--- src/rtl/apb_master_bridge.sv ---
// apb_master_bridge: single-master APB3 bridge from the CPU data-memory port
// to the peripheral bus.
//   PCLK, PRESET       clock, asynchronous active-high reset
//   transfer/write/addr/wdata   one-cycle host request
//   rdata/ready/error  completion pulse back to the host
//   PADDR/PWRITE/PWDATA/PENABLE/PSEL   APB master outputs
//   PRDATA_bus/PREADY_bus   concatenated per-slave responses
// Slave i lives at 0x1000_0000 + i*0x1000 (4 KB windows).

// Per-slave decode: asserts hit for its own window and gates its response so
// the top can OR-reduce without any out-of-range indexing.
module apb_master_bridge_slv #(
  parameter int IDX = 0
) (
  input  logic [3:0]  idx,
  input  logic        mapped,
  input  logic [31:0] prdata,
  input  logic        pready,
  output logic        hit,
  output logic [31:0] prdata_g,
  output logic        pready_g
);
  assign hit      = mapped && (idx == 4'(IDX));
  assign prdata_g = hit ? prdata : '0;
  assign pready_g = hit & pready;
endmodule

module apb_master_bridge #(
  parameter int NUM_SLV     = 4,
  parameter int TIMEOUT_CYC = 255
) (
  input  logic                    PCLK,
  input  logic                    PRESET,
  input  logic                    transfer,
  input  logic                    write,
  input  logic [31:0]             addr,
  input  logic [31:0]             wdata,
  output logic [31:0]             rdata,
  output logic                    ready,
  output logic                    error,
  output logic [31:0]             PADDR,
  output logic                    PWRITE,
  output logic [31:0]             PWDATA,
  output logic                    PENABLE,
  output logic [NUM_SLV-1:0]      PSEL,
  input  logic [32*NUM_SLV-1:0]   PRDATA_bus,
  input  logic [NUM_SLV-1:0]      PREADY_bus
);

  typedef enum logic [1:0] {IDLE, SETUP, ACCESS} state_t;

  state_t state, state_nxt;
  logic [7:0] cnt;
  logic       tmo;
  logic       mapped;
  logic       latch;

  logic [NUM_SLV-1:0]       hit;
  logic [NUM_SLV-1:0]       pready_g;
  logic [NUM_SLV-1:0][31:0] prdata_g;
  logic                     pready_sel;
  logic [31:0]              prdata_sel;

  // Decode always works on the latched address, never the live host bus.
  assign mapped = (PADDR[31:16] == 16'h1000) && ({28'd0, PADDR[15:12]} < NUM_SLV);
  assign tmo    = (cnt == 8'(TIMEOUT_CYC - 1));

  for (genvar g = 0; g < NUM_SLV; g++) begin : g_slv
    apb_master_bridge_slv #(.IDX(g)) u_slv (
      .idx      (PADDR[15:12]),
      .mapped   (mapped),
      .prdata   (PRDATA_bus[32*g +: 32]),
      .pready   (PREADY_bus[g]),
      .hit      (hit[g]),
      .prdata_g (prdata_g[g]),
      .pready_g (pready_g[g])
    );
  end

  always_comb begin
    prdata_sel = '0;
    for (int i = 0; i < NUM_SLV; i++) prdata_sel = prdata_sel | prdata_g[i];
  end
  assign pready_sel = |pready_g;

  // State register
  always_ff @(posedge PCLK or posedge PRESET) begin
    if (PRESET) state <= IDLE;
    else        state <= state_nxt;
  end

  // Next state
  always_comb begin
    state_nxt = state;
    case (state)
      IDLE:    if (transfer) state_nxt = SETUP;
      SETUP:   state_nxt = ACCESS;
      ACCESS:  if (ready) state_nxt = transfer ? SETUP : IDLE;
      default: state_nxt = IDLE;
    endcase
  end

  // Outputs: all combinational from state so reset drops PSEL/PENABLE at once.
  always_comb begin
    PSEL    = '0;
    PENABLE = 1'b0;
    ready   = 1'b0;
    error   = 1'b0;
    rdata   = '0;
    case (state)
      SETUP:  PSEL = hit;
      ACCESS: begin
        PSEL    = hit;
        PENABLE = 1'b1;
        if (!mapped) begin
          ready = 1'b1;
          error = 1'b1;
        end else if (pready_sel) begin
          ready = 1'b1;
          rdata = PWRITE ? 32'd0 : prdata_sel;
        end else if (tmo) begin
          ready = 1'b1;
          error = 1'b1;
        end
      end
      default: ;
    endcase
  end

  // Requests are accepted only when idle or in the completion cycle.
  assign latch = transfer && ((state == IDLE) || ready);

  always_ff @(posedge PCLK or posedge PRESET) begin
    if (PRESET) begin
      PADDR  <= '0;
      PWDATA <= '0;
      PWRITE <= 1'b0;
    end else if (latch) begin
      PADDR  <= addr;
      PWDATA <= wdata;
      PWRITE <= write;
    end
  end

  // Counts ACCESS cycles spent waiting on PREADY.
  always_ff @(posedge PCLK or posedge PRESET) begin
    if (PRESET)                        cnt <= '0;
    else if (state == SETUP)           cnt <= '0;
    else if (state == ACCESS && !ready) cnt <= cnt + 8'd1;
  end

endmodule
--- config.mk ---
export PLATFORM = sky130hd
export DESIGN_NAME = apb_master_bridge
export DESIGN_NICKNAME = d
export VERILOG_FILES = /design/src/rtl/apb_master_bridge.sv
export SDC_FILE = /design/constraint.sdc
export NUM_CORES = 1
export LEC_CHECK = 0
export BUFFER_PORTS_ARGS = -buffer_cell sky130_fd_sc_hd__buf_2
export CAP_MARGIN = 20
export CORE_AREA = 2 2 118 120
export CTS_CLUSTER_SIZE = 40
export DETAILED_ROUTE_END_ITERATION = 16
export DIE_AREA = 0 0 120 122
export PLACE_DENSITY_LB_ADDON = 0.1
export SYNTH_ARGS = -nofsm -noshare
export SYNTH_HDL_FRONTEND = slang
export SYNTH_SLANG_ARGS = --single-unit
--- constraint.sdc ---
create_clock -name PCLK -period 6.7 [get_ports PCLK]
set_clock_uncertainty 0.15 [all_clocks]
set_input_delay 0 -clock PCLK [delete_from_list [all_inputs] [get_ports PCLK]]
set_output_delay 0 -clock PCLK [all_outputs]
set_load 0.005 [all_outputs]
==> results of run 1 <==
## stage by stage
step                instance area (µm²)  setup WS (ns)
floorplan                          4420           4.52
global placement                   6080           3.97
detailed placement                 6080           3.92
CTS                                7030           3.91
global route                       7030           3.70
finish                             7030           3.91
## tightest hold or removal path, cell delays in order
cell           delay [ns]
dlygate4sd3_1        0.51
buf_2                0.09
mux2_4               0.13
## path summary, 6_finish.rpt
path / from / end / slack (ns) / cells after the start
min in group asynchronous: PRESET / PWDATA[24] / 0.36 / 4
hold reg to reg: PWDATA[27] / PWDATA[27] / 0.35 / 1
setup reg to reg: cnt[0] / PWDATA[28] / 3.91 / 7
hold / removal: addr[25] / PADDR[25] / 0.28 / 3
setup / recovery: cnt[0] / PWDATA[28] / 3.91 / 7
max in group asynchronous: PRESET / PADDR[12] / 5.36 / 4
## where the power goes
| group | switching, W | total, W | internal [W] |
|---|---|---|---|
| clock | 0.000182 | 0.000450 | 0.000268 |
| sequential | 0.000131 | 0.000793 | 0.000662 |
| combinational | 0.000453 | 0.00121 | 0.000756 |
| total | 0.000767 | 0.00245 | 0.00169 |
## layer usage
layer	up-vias	routed length [µm]	GRT usage
met5	-	0	0
met1	1926	5520	0.226
met4	0	188	0.0596
met2	169	7080	0.336
li1	1830	-	-
met3	13	1140	0.0538
## layout by cell type (no fill, tap or decap), types with 2 or more instances in the layout
cell           instances
nor2_1                11
mux4_1                 2
xnor2_1                7
mux4_2                31
clkbuf_8               2
inv_1                  6
buf_2                303
a21oi_1                2
and4_1                 2
nor4_2                 6
ha_1                   6
clkinv_2               2
nor3_1                 2
clkbuf_16              9
dfrtp_1               74
mux2_2                15
nor4_1                 3
buf_4                  5
nand3_1                3
mux2_4                51
nand4_1                2
nor2b_1               32
dlygate4sd3_1         67
nand2_1                4
a21oi_2                2
## kinds of logic (layout without fill, tap and decap cells)
kind of cell	count (synthesis)	after routing	synth area share
AOI/OAI and AO/OA	10	10	0.0176
xor gates and xnor gates	7	7	0.0139
adders and majority gates	6	6	0.0170
buffers and inverters	27	397	0.0354
DFF	75	75	0.425
muxes	99	99	0.382
and+or+nand+nor	73	73	0.110
## sequential cells by signal (all words and copies together) (netlist names)
register	cells
PADDR	32
PWDATA	32
PWRITE	1
cnt	8
state	2
## final cells by class
| type | instances | area, µm² | share of cell area |
|---|---|---|---|
| repair buffers | 375 | 2220 | 0.317 |
| well taps | 180 | 225 | 0.0320 |
| multi-input cells | 195 | 2390 | 0.341 |
| clock inverters | 4 | 26.3 | 0.00374 |
| inverters | 7 | 26.3 | 0.00374 |
| clock buffers | 11 | 253 | 0.0360 |
| flip-flops and latches | 75 | 1880 | 0.267 |
==> impl_metrics.yaml, run 1 <==
floorplan:
  die_area_um2: 14600
  die_y_um: 122
  start_util: 0.327
  pin_count: 304
  num_rows: 43
  die_w_um: 120
  core_area_um2: 13500
yosys:
  syn_area_per_cell_um2: 14.9
  synth_top_area_cell: "dfrtp_1"
  async_flop_share: 1.00
  synth_nets: 503
  synth-edff-count: 0
  ys_types: 36
  yosys_warnings: 0
  synth.top_cells.by_count: "75 x dfrtp_1, 51 x mux2_4, 32 x nor2b_1, 31 x mux4_2, 15 x mux2_2"
  syn_inst: 297
  yosysMostFrequentCell: "dfrtp_1"
  synth.top_cell.area_share: 0.425
  yosysSeqAreaShare: 0.425
  synth_ff_type: "dfrtp_1"
  synth.cell_area_um2: 4420
  ys_ff_latch: 75
  ys_top_cells_by_area: "dfrtp_1 42%, mux2_4 17%, mux4_2 16%, nor2b_1 4.5%, mux2_2 3.8%"
sta:
  finalCritPeriodShare: 0.416
  tightest_slew_ns: 1.09
  hold_ws_ns: 0.279
  setup_viol: 0
  tns_ns: 0
  rsz0062_at_grt: "false"
  hold_violations: 0
  drv_slew: 0
  fin_crit_ns: 2.79
  fmaxAchievable_mhz: 358
  relSlewSlack: 0.276
cts:
  cts_buffer_depth: 2
  htreeDepth: 3
  clock-sinks: 75
  numCtsBuffers: 9
  cts-root-buf: "clkbuf_16"
  post_cts_buffers: 0
  cts.clk_slew.worst_paths_ns: 0.06
  cts_resized: 0
  ctsHoldBuffers: 67
  clk_latency_ns: 0.33
  cts_tree: "built"
worst_setup_path:
  worst_path_max_delay_cell: "buf_4"
  critPathRequiredTime_ns: 6.76
  path_max_fanout: 63
  setup.worst_path.start_class: "register"
  path_cells: "inv_1 -> ha_1 -> and3_1 -> a21oi_2 -> a21oi_4 -> buf_4 -> mux2_2"
  critPathArrivalTime_ns: 2.85
  critPathTopFamily: "buffers and inverters"
  cp_num_buf_inv: 2
  path_class: "register to register"
  slowest_delay_ns: 0.81
  worstSetupEndpointType: "register"
placement:
  numPlacedInstances: 765
  portBuffers: 303
  post-dp-hpwl_mm: 10.4
  routabilityCongestion: 0.822
grt:
  grt_first_pass_wirelength_mm: 21.8
  antenna_found_initial: 0
  grt_pass1_vias: 4192
  grt_use_total: 0.191
  grt_overflow: 0
  grt_max_degree: 76
drt:
  routedWlPerCell_um: 16.4
  drt-total-wl_mm: 13.9
  drtAntennaViolNets: 0
  dr.first_iter.drc_count: 137
  via_per_inst: 4.65
  firstDrtPassIters: 4
  drc: 0
  vias: 3938
status:
  outcome: "completed"
power:
  max-vdd-ir-drop_mv: 0.192
  pwr_density_cell_nw_per_um2: 349
  p_leak_nw: 3.47
  p_total_w: 0.00245
layout:
  instances_no_fill: 847
  final_util: 0.520
  diodes: 0
  drive_gt1_frac: 0.654
  fillCellCount: 1230
  fin_nets: 869
  area_growth_pct: 59.1
hold_path:
  hp-class: "primary input to register"
run:
  maxCapViolations: 0
Power figures use the tool's default switching activity.
==> run 2: changes to the inputs <==
--- a/config.mk
+++ b/config.mk
@@ -7,10 +7,10 @@
 export LEC_CHECK = 0
 export BUFFER_PORTS_ARGS = -buffer_cell sky130_fd_sc_hd__buf_2
 export CAP_MARGIN = 20
-export CORE_AREA = 2 2 118 120
+export CORE_AREA = 2 2 119 121
 export CTS_CLUSTER_SIZE = 40
 export DETAILED_ROUTE_END_ITERATION = 16
-export DIE_AREA = 0 0 120 122
+export DIE_AREA = 0 0 121 123
 export PLACE_DENSITY_LB_ADDON = 0.1
 export SYNTH_ARGS = -nofsm -noshare
 export SYNTH_HDL_FRONTEND = slang
==> constraint.sdc (replaced) <==
create_clock -name PCLK -period 2.9 [get_ports PCLK]
set_clock_uncertainty 0.15 [all_clocks]
set_input_delay 0 -clock PCLK [delete_from_list [all_inputs] [get_ports PCLK]]
set_output_delay 0 -clock PCLK [all_outputs]
set_load 0.005 [all_outputs]
==> run 2 against run 1 <==
Effect of this change: combinational power increased by 140%; clock-buffer cell count grew 1; critical path type is now register to output port; sequential share of layout area is 0.38 points lower; highest routed layer unchanged; worst setup slack worse by 3.6 ns; largest cell class unchanged.
==> impl_metrics.yaml, run 2 (synthesis results as in run 1) <==
status:
  outcome: "completed"
layout:
  drive_gt1_frac: 0.654
  diodes: 0
  top_regs: "PADDR x32, PWDATA x32, cnt x8"
  fin_area_um2: 7130
  area_growth_pct: 61.4
  layout_commonest_cell: "buf_2"
  layout.cells.most_common_list: "303 x buf_2, 74 x dfrtp_1, 67 x dlygate4sd3_1"
  fin_nets: 878
floorplan:
  num_rows: 43
  core_area_um2: 13600
  start_util: 0.324
  die_area_um2: 14900
  die_y_um: 123
  pin_count: 304
  die_w_um: 121
sta:
  relSlewSlack: 0.317
  fmaxAchievable_mhz: 388
  tightest_slew_ns: 1.02
  fin_ws_ns: 0.325
  hold_ws_ns: 0.220
  hold_violations: 0
  rsz0062_at_grt: "false"
  drv_slew: 0
  tns_ns: 0
  fin_crit_ns: 2.57
  setup_viol: 0
  finalCritPeriodShare: 0.888
drt:
  drc: 0
  drtAntennaViolNets: 0
  via_per_inst: 4.69
  firstDrtPassIters: 4
  dr.first_iter.drc_count: 111
  drt-total-wl_mm: 15.1
  vias: 4022
  routedWlPerCell_um: 17.7
placement:
  portBuffers: 303
  place_area_um2: 6160
  post-place-ws_ns: 0.120
  routabilityCongestion: 0.744
  post-dp-hpwl_mm: 11.3
power:
  pwr_density_cell_nw_per_um2: 813
  max-vdd-ir-drop_mv: 0.461
  p_leak_nw: 3.52
hold_path:
  hp-class: "primary input to asynchronous set/reset pin"
worst_setup_path:
  setup.worst_path.start_class: "register"
  critPathArrivalTime_ns: 2.42
  crit_start: "PADDR[22]"
  path_class: "register to output port"
  path_max_fanout: 32
  critPathRequiredTime_ns: 2.75
  worstSetupEndpointType: "output port"
  worstReg2RegStart: "state[0]"
cts:
  cts_resized: 0
  numCtsBuffers: 9
  cts.clk_slew.worst_paths_ns: 0.06
  htreeDepth: 3
  post_cts_buffers: 0
  clk_latency_ns: 0.33
  cts-root-buf: "clkbuf_16"
  cts_buffer_depth: 2
  cts_tree: "built"
  clock-sinks: 75
grt:
  grt_use_total: 0.189
  met3_usage: 0.0457
  grt_first_pass_wirelength_mm: 21.7
  grt_max_degree: 43
  grt_overflow: 0
  grt_pass1_vias: 4181
  gr-max-usage-layer: "met2"
  met1_usage: 0.226
  grtUsageMet2: 0.334
  antenna_found_initial: 2
run:
  maxCapViolations: 0
==> run 2: cell count changes in the layout (fill, tap and decap cells not counted) <==
cell and delta:
bufinv_16 +1, buf_4 +6, a21oi_2 +1, clkinv_2 -1
buf_12 +2, clkbuf_1 +3, clkbuf_8 -2
==> run 2: per-stage QoR <==
| step | util | total power (W) | instances |
|---|---|---|---|
| 2_1_floorplan | - | 0.00373 | 297 |
| 6_report | 0.524 | 0.00579 | 857 |
| 4_1_cts | 0.523 | 0.00584 | 856 |
| 3_3_place_gp | 0.453 | 0.00461 | 773 |
| 5_1_grt | 0.524 | 0.00616 | 857 |
| 3_5_place_dp | 0.453 | 0.00464 | 773 |
==> run 2: per-layer routing <==
| metal | vias to the layer above | routed length [µm] |
|---|---|---|
| met5 | - | 0 |
| met4 | 0 | 279 |
| met3 | 16 | 1150 |
| met2 | 193 | 7780 |
| met1 | 1961 | 5930 |
| li1 | 1852 | - |
==> run 2: where the power goes <==
group / internal [W] / switching [W]
Sequential: 0.00153 / 0.000315
Combinational: 0.00177 / 0.00110
Clock: 0.000667 / 0.000418
==> run 2: final cells by class <==
class / instances / area [µm²]
sequential: 75 / 1880
multi-input combinational: 196 / 2400
timing repair buffer: 383 / 2310
clock buffer: 12 / 236
fill: 1199 / 6480
tap: 180 / 225
inverter: 7 / 26.3
clock inverter: 4 / 51.3
==> run 2: final timing paths <==
kind,to,slack (ns),cells past startpoint
setup / recovery,rdata[24],0.33,8
hold / removal,PADDR[25],0.22,3
setup reg to reg,PADDR[2],0.36,6
hold reg to reg,PADDR[3],0.36,1
max in group asynchronous,PWDATA[30],1.67,4
min in group PCLK,PWDATA[6],0.28,3
==> run 2: worst max-delay path, stage by stage, from the launching register on <==
cell	delay, ns
dfrtp_1	0.40
nor4_1	0.39
nand2_1	0.17
buf_4	0.21
nor2_2	0.21
nand4b_1	0.12
buf_4	0.25
nor2b_1	0.17
buf_2	0.16
==> run 2: what timing repair did <==
item / 4_1_cts / 5_1_grt
hold buffers: 67 / 0
endpoints found under the hold margin: 100 / 0
endpoints found under the setup margin: 0 / 14
==> run 3: changes to the inputs <==
--- a/config.mk
+++ b/config.mk
@@ -7,10 +7,10 @@
 export LEC_CHECK = 0
 export BUFFER_PORTS_ARGS = -buffer_cell sky130_fd_sc_hd__buf_2
 export CAP_MARGIN = 20
-export CORE_AREA = 2 2 119 121
+export CORE_AREA = 2 2 118 120
 export CTS_CLUSTER_SIZE = 40
 export DETAILED_ROUTE_END_ITERATION = 16
-export DIE_AREA = 0 0 121 123
+export DIE_AREA = 0 0 120 122
 export PLACE_DENSITY_LB_ADDON = 0.1
 export SYNTH_ARGS = -nofsm -noshare
 export SYNTH_HDL_FRONTEND = slang
==> constraint.sdc (replaced) <==
create_clock -name PCLK -period 3.2 [get_ports PCLK]
set_clock_uncertainty 0.15 [all_clocks]
set_input_delay 0 -clock PCLK [delete_from_list [all_inputs] [get_ports PCLK]]
set_output_delay 0 -clock PCLK [all_outputs]
set_load 0.005 [all_outputs]
==> run 3 against run 2 <==
Effect of this change: final cell count decreased by 0.47%; design area decreased by 0.93%; sequential power decreased by 9.7%; critical path depth decreased by 1; worst hold slack got worse by 0.082 ns; combinational power decreased by 10%; clock power decreased by 17%; utilization decreased by 0.074 points; via count decreased by 0.30%; die area decreased by 1.6%; first-iteration DRC count increased by 19%; global-route usage decreased by 0.059 points; critical path type is now register to register.
==> impl_metrics.yaml, run 3 (synthesis results as in run 1) <==
drt:
  vias: 4010
  via_per_inst: 4.70
  drt-total-wl_mm: 14.4
  drtAntennaViolNets: 0
  dr.first_iter.drc_count: 132
  routedWlPerCell_um: 16.9
  firstDrtPassIters: 4
  drc: 0
power:
  pwr_density_cell_nw_per_um2: 728
  p_leak_nw: 3.48
  max-vdd-ir-drop_mv: 0.464
  p_total_w: 0.00514
status:
  outcome: "completed"
worst_setup_path:
  path_class: "register to register"
  critPathRequiredTime_ns: 3.26
  path_cells: "inv_1 -> ha_1 -> and3_1 -> a21oi_2 -> a21oi_4 -> buf_4 -> mux2_2"
  critPathArrivalTime_ns: 2.98
  worstSetupEndpointType: "register"
  slowest_delay_ns: 0.82
  reg2reg_to: "PADDR[1]"
  r2r_slack_ns: 0.28
  worstRegToRegCells: 7
  setup.worst_path.start_class: "register"
  worstReg2RegStart: "cnt[0]"
  path_max_fanout: 23
  worst_path_max_delay_cell: "a21oi_4"
layout:
  area_growth_pct: 59.9
  drive_gt1_frac: 0.652
  layout_commonest_cell: "buf_2"
  fillCellCount: 1228
  fin_nets: 874
  layout.cells.most_common_list: "303 x buf_2, 74 x dfrtp_1, 67 x dlygate4sd3_1"
  top_regs: "PADDR x32, PWDATA x32, cnt x8"
sta:
  fin_crit_ns: 2.92
  fmaxAchievable_mhz: 343
  relSlewSlack: 0.314
  setup_viol: 0
  rsz0062_at_grt: "false"
  finalCritPeriodShare: 0.911
  drv_slew: 0
  hold_violations: 0
  tns_ns: 0
  tightest_slew_ns: 1.03
cts:
  clk_latency_ns: 0.33
  cts-root-buf: "clkbuf_16"
  cts_tree: "built"
  cts_resized: 0
  post_cts_buffers: 0
  cts.clk_slew.worst_paths_ns: 0.06
  cts_buffer_depth: 2
  clock-sinks: 75
  htreeDepth: 3
  numCtsBuffers: 9
placement:
  routabilityCongestion: 0.803
  portBuffers: 303
  post-dp-hpwl_mm: 11.0
floorplan:
  num_rows: 43
  die_y_um: 122
  pin_count: 304
  die_w_um: 120
  start_util: 0.327
  core_area_um2: 13500
  die_area_um2: 14600
run:
  maxCapViolations: 0
grt:
  grt_use_total: 0.189
  antenna_found_initial: 1
  grt_first_pass_wirelength_mm: 21.6
  grt_overflow: 0
  grt_max_degree: 38
  grt_pass1_vias: 4159
hold_path:
  hp-class: "primary input to asynchronous set/reset pin"
## run 3: worst max-delay path by stage
stage / from / to / slack, ns
final: cnt[0] / PADDR[1] / 0.28
after global routing: cnt[0] / PADDR[1] / 0.08
after CTS: cnt[0] / PADDR[1] / 0.23
after detailed placement: cnt[0] / PADDR[1] / 0.25
after global placement: cnt[0] / PADDR[2] / 0.32
after floorplan: PADDR[12] / state[1] / 1.02
## run 3: layout make-up
type                       instances  area [µm²]  share of cell area
timing repair buffer             380        2270               0.322
clock inverter                     2        12.5             0.00177
tap                              180         225              0.0319
inverter                           7        26.3             0.00372
antenna                            1        2.50            0.000354
sequential                        75        1880               0.266
multi-input combinational        195        2390               0.339
clock buffer                      13         250              0.0354
## run 3: critical path: cells and delay by family (launching register included)
kind | cells | cell delay (ns)
muxes | 1 | 0.37
buffers and inverters | 2 | 0.50
adders and majority gates | 1 | 0.15
and+or+nand+nor | 1 | 0.26
AOI/OAI and AO/OA | 2 | 0.93
DFF | 1 | 0.44
## run 3: metrics by stage
step / setup slack [ns] / hold WS (ns) / cells / utilization / instance area (µm²)
floorplan: 1.02 / -0.00196 / 297 / - / 4420
global placement: 0.315 / -0.0347 / 770 / 0.454 / 6130
detailed placement: 0.247 / -0.0261 / 770 / 0.454 / 6130
CTS: 0.232 / 0.171 / 852 / 0.523 / 7060
global route: 0.0777 / 0.217 / 853 / 0.523 / 7060
finish: 0.284 / 0.138 / 853 / 0.523 / 7060
## run 3: where the power goes
| part | switching (W) | internal (W) |
|---|---|---|
| clock network | 0.000365 | 0.000541 |
| logic | 0.000975 | 0.00159 |
| registers | 0.000281 | 0.00139 |
## run 3: per-layer routing
layer	up-vias	GRT usage	share of wire	wire, µm
li1	1843	-	-	-
met1	1965	0.220	0.39	5560
met5	-	0	0	0
met4	0	0.0676	0.020	291
met2	180	0.334	0.51	7380
met3	22	0.0510	0.082	1190
## run 3: timing repair
item                                   4_1_cts  5_1_grt
hold buffers                                67        0
setup endpoints to repair                    0        0
endpoints found under the hold margin       94        0
